--- src/rtl/core_types_pkg.sv ---
// Shared core types used by the pipeline hazard/sequencing controller.
package core_types_pkg;

   typedef enum logic [1:0] {
      RUN      = 2'd0,
      MEM_WAIT = 2'd1,
      FAULT    = 2'd2
   } pipe_ctrl_state_e;

   typedef struct packed {
      logic stall_if;
      logic stall_dec;
      logic stall_exe;
      logic stall_mem;
      logic flush_dec;
      logic flush_exe;
      logic pc_redirect;
   } pipe_ctrl_out_t;

endpackage

--- src/rtl/mem_wait_timer.sv ---
// Data-memory wait sequencer: counts consecutive wait cycles and latches a
// sticky timeout fault that only reset clears.
//
// state    | meaning
// ---------+-----------------------------------------------------------
// RUN      | no outstanding memory wait
// MEM_WAIT | access pending, wait_cnt counts consecutive wait cycles
// FAULT    | wait exceeded MEM_TIMEOUT; pipeline frozen until reset
module mem_wait_timer
   import core_types_pkg::*;
#(
   parameter int MEM_TIMEOUT = 15
) (
   input  logic             Clock,
   input  logic             nReset,
   input  logic             mem_req,
   input  logic             mem_ready,
   output pipe_ctrl_state_e state,
   output logic             fault
);

   localparam int WAIT_W = $clog2(MEM_TIMEOUT + 1);

   logic [WAIT_W-1:0] wait_cnt;

   always_ff @(posedge Clock or negedge nReset) begin
      if (!nReset) begin
         state    <= RUN;
         wait_cnt <= '0;
         fault    <= 1'b0;
      end else begin
         case (state)
            RUN: begin
               if (mem_req && !mem_ready) begin
                  state    <= MEM_WAIT;
                  wait_cnt <= WAIT_W'(1);
               end
            end
            MEM_WAIT: begin
               if (mem_ready) begin
                  state    <= RUN;
                  wait_cnt <= '0;
               end else if (wait_cnt == WAIT_W'(MEM_TIMEOUT)) begin
                  state <= FAULT;
                  fault <= 1'b1;
               end else begin
                  wait_cnt <= wait_cnt + WAIT_W'(1);
               end
            end
            FAULT: begin
               fault <= 1'b1;
            end
            default: begin
               state    <= RUN;
               wait_cnt <= '0;
            end
         endcase
      end
   end

endmodule

--- src/rtl/pipe_ctrl.sv ---
// Hazard and sequencing controller for the 5-stage core: load-use, redirect
// and memory-wait stalls/flushes. Optional perf counters: PIPE_CTRL_PERF_EN.
module pipe_ctrl
   import core_types_pkg::*;
#(
   parameter int REG_ADDR_W  = 5,
   parameter int MEM_TIMEOUT = 15,
   parameter int CNT_W       = 32
) (
   input  logic                  Clock,
   input  logic                  nReset,
   input  logic [REG_ADDR_W-1:0] dec_rs1,
   input  logic [REG_ADDR_W-1:0] dec_rs2,
   input  logic                  dec_rs1_used,
   input  logic                  dec_rs2_used,
   input  logic [REG_ADDR_W-1:0] exe_rd,
   input  logic                  exe_mem_read,
   input  logic                  exe_redirect,
   input  logic                  mem_req,
   input  logic                  mem_ready,
   output logic                  stall_if,
   output logic                  stall_dec,
   output logic                  stall_exe,
   output logic                  stall_mem,
   output logic                  flush_dec,
   output logic                  flush_exe,
   output logic                  pc_redirect,
   output logic                  fault,
   output logic [CNT_W-1:0]      perf_stall_cnt,
   output logic [CNT_W-1:0]      perf_flush_cnt
);

   pipe_ctrl_state_e state;
   pipe_ctrl_out_t   ctl;
   logic             mem_stall;
   logic             load_use;

   mem_wait_timer #(
      .MEM_TIMEOUT (MEM_TIMEOUT)
   ) u_mem_wait_timer (
      .Clock     (Clock),
      .nReset    (nReset),
      .mem_req   (mem_req),
      .mem_ready (mem_ready),
      .state     (state),
      .fault     (fault)
   );

   assign mem_stall = (mem_req && !mem_ready) || (state == FAULT);

   // x0 is hardwired zero, so a load targeting it never creates a dependency
   assign load_use = exe_mem_read && (exe_rd != '0) &&
                     ((dec_rs1_used && (dec_rs1 == exe_rd)) ||
                      (dec_rs2_used && (dec_rs2 == exe_rd)));

   // Memory wait freezes everything; a redirect kills the dependent instruction
   always_comb begin
      ctl = '0;
      if (mem_stall) begin
         ctl.stall_if  = 1'b1;
         ctl.stall_dec = 1'b1;
         ctl.stall_exe = 1'b1;
         ctl.stall_mem = 1'b1;
      end else if (exe_redirect) begin
         ctl.flush_dec   = 1'b1;
         ctl.flush_exe   = 1'b1;
         ctl.pc_redirect = 1'b1;
      end else if (load_use) begin
         ctl.stall_if  = 1'b1;
         ctl.stall_dec = 1'b1;
         ctl.flush_exe = 1'b1;
      end
   end

   assign stall_if    = ctl.stall_if;
   assign stall_dec   = ctl.stall_dec;
   assign stall_exe   = ctl.stall_exe;
   assign stall_mem   = ctl.stall_mem;
   assign flush_dec   = ctl.flush_dec;
   assign flush_exe   = ctl.flush_exe;
   assign pc_redirect = ctl.pc_redirect;

`ifdef PIPE_CTRL_PERF_EN
   always_ff @(posedge Clock or negedge nReset) begin
      if (!nReset) begin
         perf_stall_cnt <= '0;
         perf_flush_cnt <= '0;
      end else begin
         if (ctl.stall_if && (perf_stall_cnt != '1))
            perf_stall_cnt <= perf_stall_cnt + CNT_W'(1);
         if (ctl.pc_redirect && (perf_flush_cnt != '1))
            perf_flush_cnt <= perf_flush_cnt + CNT_W'(1);
      end
   end
`else
   assign perf_stall_cnt = '0;
   assign perf_flush_cnt = '0;
`endif

endmodule

--- config.mk ---
export PLATFORM = sky130hd
export DESIGN_NAME = pipe_ctrl
export DESIGN_NICKNAME = d
export VERILOG_FILES = /design/src/rtl/core_types_pkg.sv /design/src/rtl/mem_wait_timer.sv /design/src/rtl/pipe_ctrl.sv
export SDC_FILE = /design/constraint.sdc
export NUM_CORES = 1
export LEC_CHECK = 0
export CORE_MARGIN = 4
export CORE_UTILIZATION = 28
export DETAILED_ROUTE_END_ITERATION = 8
export PLACE_DENSITY_LB_ADDON = 0.25
export SYNTH_ARGS = -nofsm -noshare
export SYNTH_HDL_FRONTEND = slang
export SYNTH_HIERARCHICAL = 1
export SYNTH_SLANG_ARGS = --single-unit
--- constraint.sdc ---
create_clock -name Clock -period 1.53 [get_ports Clock]
set_clock_uncertainty 0.05 [all_clocks]
set_input_delay 0.153 -clock Clock [delete_from_list [all_inputs] [get_ports Clock]]
set_output_delay 0.153 -clock Clock [all_outputs]
set_load 0.01 [all_outputs]
==> flow_metrics.env <==
export IMPL_status="completed"
export IMPL_cp_endpoint="stall_dec"
export IMPL_fmax_mhz=661
export IMPL_drt_met1_wl_um=692
export IMPL_synth_top_family_by_area="buffers and inverters"
export IMPL_first_pass_iters=4
export IMPL_synth_area_mux_share_pct=0
export IMPL_p_sw_share_pct=36.4
export IMPL_antenna_cells=0
export IMPL_ff2ff_path_depth=5
export IMPL_cp_max_fo=3
export IMPL_post_place_ws_ns=-0.796
export IMPL_critPathLaunchType="input port"
export IMPL_synthDistinctLibCells=32
export IMPL_switchingPower_uw=280
export IMPL_antenna_found_initial=0
export IMPL_rr_endpoint="u_mem_wait_timer/wait_cnt[3]"
export IMPL_grt_pass1_vias=715
export IMPL_die_width_um=69.5
export IMPL_stdcell_area_sq_um=1260
export IMPL_timing_rr_start="u_mem_wait_timer/state[1]"
export IMPL_yosys_warnings=6
export IMPL_overflow=0
export IMPL_fin_cells=217
export IMPL_clockPowerShare_pct=35.3
export IMPL_grt_max_degree=15
export IMPL_cts_made_buffers=3
export IMPL_rows=22
export IMPL_drv_cap=0
export IMPL_period_needed_ns=1.51
export IMPL_vias=780
export IMPL_synth_fa_ha_area_share_pct=1.18
export IMPL_startpoint="exe_rd[3]"
export IMPL_cts_tree="done"
export IMPL_final_antenna_net_count=0
export IMPL_synth_xor_area_share_pct=8.28
export IMPL_rsz0062_at_grt="true"
export IMPL_yosys_area_share_simple_pct=11.5
export IMPL_viasPerCell=3.59
export IMPL_place_congestion=0.731
export IMPL_final_max_slew_viol_count=0
export IMPL_r2r_slack_ns=0.06
export IMPL_grt_pass1_wl_um=3180
export IMPL_core_area_sq_um=3660
export IMPL_final_hold_violation_count=0
export IMPL_dieArea_sq_um=4820
export IMPL_clock_path_buffers=2
export IMPL_insertion_delay_ns=0.23
export IMPL_fp_dieH_um=69.5
export IMPL_clk_pin_slew_worst_paths_ns=0.04
export IMPL_p_per_area_nw_per_um2=611
export IMPL_drc=0
export IMPL_finalCritPeriodShare_pct=98.9
export IMPL_num_io_pins=95
export IMPL_clkSinkCount=7
export IMPL_hold_worst_slack_ns=0.137
export IMPL_met2_length_um=1070
export IMPL_routed_wl_um=2030
export IMPL_fin_util_pct=34.4
export IMPL_seqPwrFrac_pct=29.6
export IMPL_cts_root_buffer="clkbuf_8"
export IMPL_worst_ep_arrival_time_ns=1.31
export IMPL_portBuffers=30
export IMPL_finish_net_count=194
export IMPL_dp_cells=212
export IMPL_hold_buffers=0
export IMPL_area_growth_pct=19.2
export IMPL_wire_per_inst_um=9.37
export IMPL_synth_compound_area_share_pct=12.1
export IMPL_cp_end_kind="output port"
export IMPL_p_int_uw=489
export IMPL_leakage_nw=0.660
export IMPL_placedInstanceArea_sq_um=1220
export IMPL_hold_class="input port to async pin"
export IMPL_grt_use_total_pct=8.25
export IMPL_worstPathRequired_ns=1.33
export IMPL_ys_seq_elements=7
export IMPL_met3_length_um=229
export IMPL_synth_avg_cell_area_sq_um=8.13
export IMPL_routed_top_layer="met4"
export IMPL_setup_viol=0
export IMPL_start_util_pct=28.9
export IMPL_p_comb_share_pct=35.1
export IMPL_drive_gt1_share_pct=26.6
export IMPL_yosysSeqAreaShare_pct=16.6
export IMPL_setup_slack_ns=0.0163
export IMPL_syn_area_sq_um=1060
export IMPL_htreeDepth=1
export IMPL_path_class="input port to output port"
export IMPL_drt_iter0_markers=15
export IMPL_hpwl_um=1720
export IMPL_peakVddDrop_v=0.000242
export IMPL_postSynthCellCount=130
how the worst min path moves through the flow:
stage | slack, ns | end | cells past startpoint
global route | 0.16 | u_mem_wait_timer/wait_cnt[1] | 1
finish | 0.14 | u_mem_wait_timer/wait_cnt[2] | 1
floorplan | -0.19 | u_mem_wait_timer/fault | 0
global placement | 0.40 | u_mem_wait_timer/wait_cnt[3] | 1
detailed placement | 0.39 | u_mem_wait_timer/wait_cnt[3] | 1
CTS | 0.14 | u_mem_wait_timer/wait_cnt[1] | 1
cell type report:
class,count,area (sq um)
multi-input cells,112,649
fillers,407,2400
flip-flops and latches,7,175
inverters,6,22.5
clock buffers,3,41.3
clock inverters,1,5.00
well taps,48,60.1
repair buffers,40,307
cell families after synthesis:
| logic type | count (synthesis) |
|---|---|
| XOR/XNOR | 10 |
| other | 1 |
| buffers and inverters | 74 |
| flip-flops | 7 |
| AO/OA/AOI/OAI | 17 |
| adder cells (fa/ha/maj) | 1 |
| AND/OR/NAND/NOR | 20 |
stage by stage:
step / TNS (ns) / power, mW
2_1_floorplan: 0 / 0.507
6_report: 0 / 0.770
4_1_cts: -0.00576 / 0.771
3_3_place_gp: -3.65 / 0.503
3_5_place_dp: -3.84 / 0.504
5_1_grt: -0.126 / 0.825
critical path, stage by stage:
cell	delay [ns]
buf_2	0.13
xor2_2	0.14
nor4_2	0.28
a32oi_2	0.16
o31ai_2	0.27
buf_2	0.18
power groups by stage:
stage	Clock, mW	Combinational [mW]	Sequential, mW
after floorplan	0	0.280	0.226
after global placement	0	0.273	0.230
after detailed placement	0	0.275	0.230
after CTS	0.285	0.257	0.228
after global routing	0.291	0.301	0.233
final	0.271	0.270	0.228
cells in the final DEF, fill, tap and decap left out, drive strengths merged:
cell	n
a2111oi	1
a211oi	1
a21oi	2
a22oi	1
a311o	1
a32oi	1
and2	1
and3	2
buf	24
clkbuf	6
clkdlybuf4s15	3
clkdlybuf4s50	6
clkinv	1
conb	64
dfrtp	7
dlygate4sd2	4
ha	1
inv	6
nand2	5
nand3	2
nand4	2
nand4b	1
nor2	3
nor4	2
o211ai	2
o21ai	3
o221ai	1
o22a	1
o22ai	1
o31ai	2
or3b	1
or4	1
xnor2	2
xor2	8
synth_stat cells:
master,instances,area [sq um]
a21oi_1,2,10.0
a2111oi_1,1,10.0
clkbuf_1,1,3.75
nor2_1,3,11.3
ha_1,1,12.5
o31ai_1,2,15.0
and2_0,1,6.26
or3b_1,1,8.76
and3_2,1,7.51
a22oi_1,1,7.51
nand4_1,2,12.5
nand3_1,2,10.0
conb_1,1,3.75
buf_4,67,503
dfrtp_1,7,175
nor4_1,1,6.26
a32oi_1,1,8.76
nand4b_1,1,8.76
o22ai_1,1,6.26
a211oi_2,1,12.5
nand2_1,5,18.8
and3_4,1,11.3
o211ai_1,2,15.0
xnor2_1,2,17.5
xor2_1,8,70.1
o22a_1,1,8.76
or4_1,1,7.51
inv_1,6,22.5
o221ai_1,1,8.76
o21ai_0,3,15.0
nor4_2,1,12.5
a311o_1,1,10.0
timing repair:
item	4_1_cts	5_1_grt
gates resized for setup	70	19
endpoints found under the setup margin	7	9
pin swaps	14	9
buffers inserted	1	0
flip-flops by register name, indices dropped and copies added, names as in the netlist:
name,cells
u_mem_wait_timer/wait_cnt,4
u_mem_wait_timer/state,2
u_mem_wait_timer/fault,1
per-layer routing:
layer / vias to the layer above / global-route usage, %
li1: 380 / -
met1: 349 / 8.98
met5: - / 0
met4: 0 / 4.56
met2: 45 / 13.6
met3: 6 / 3.33
No activity file was read; power rests on OpenSTA's default activity.
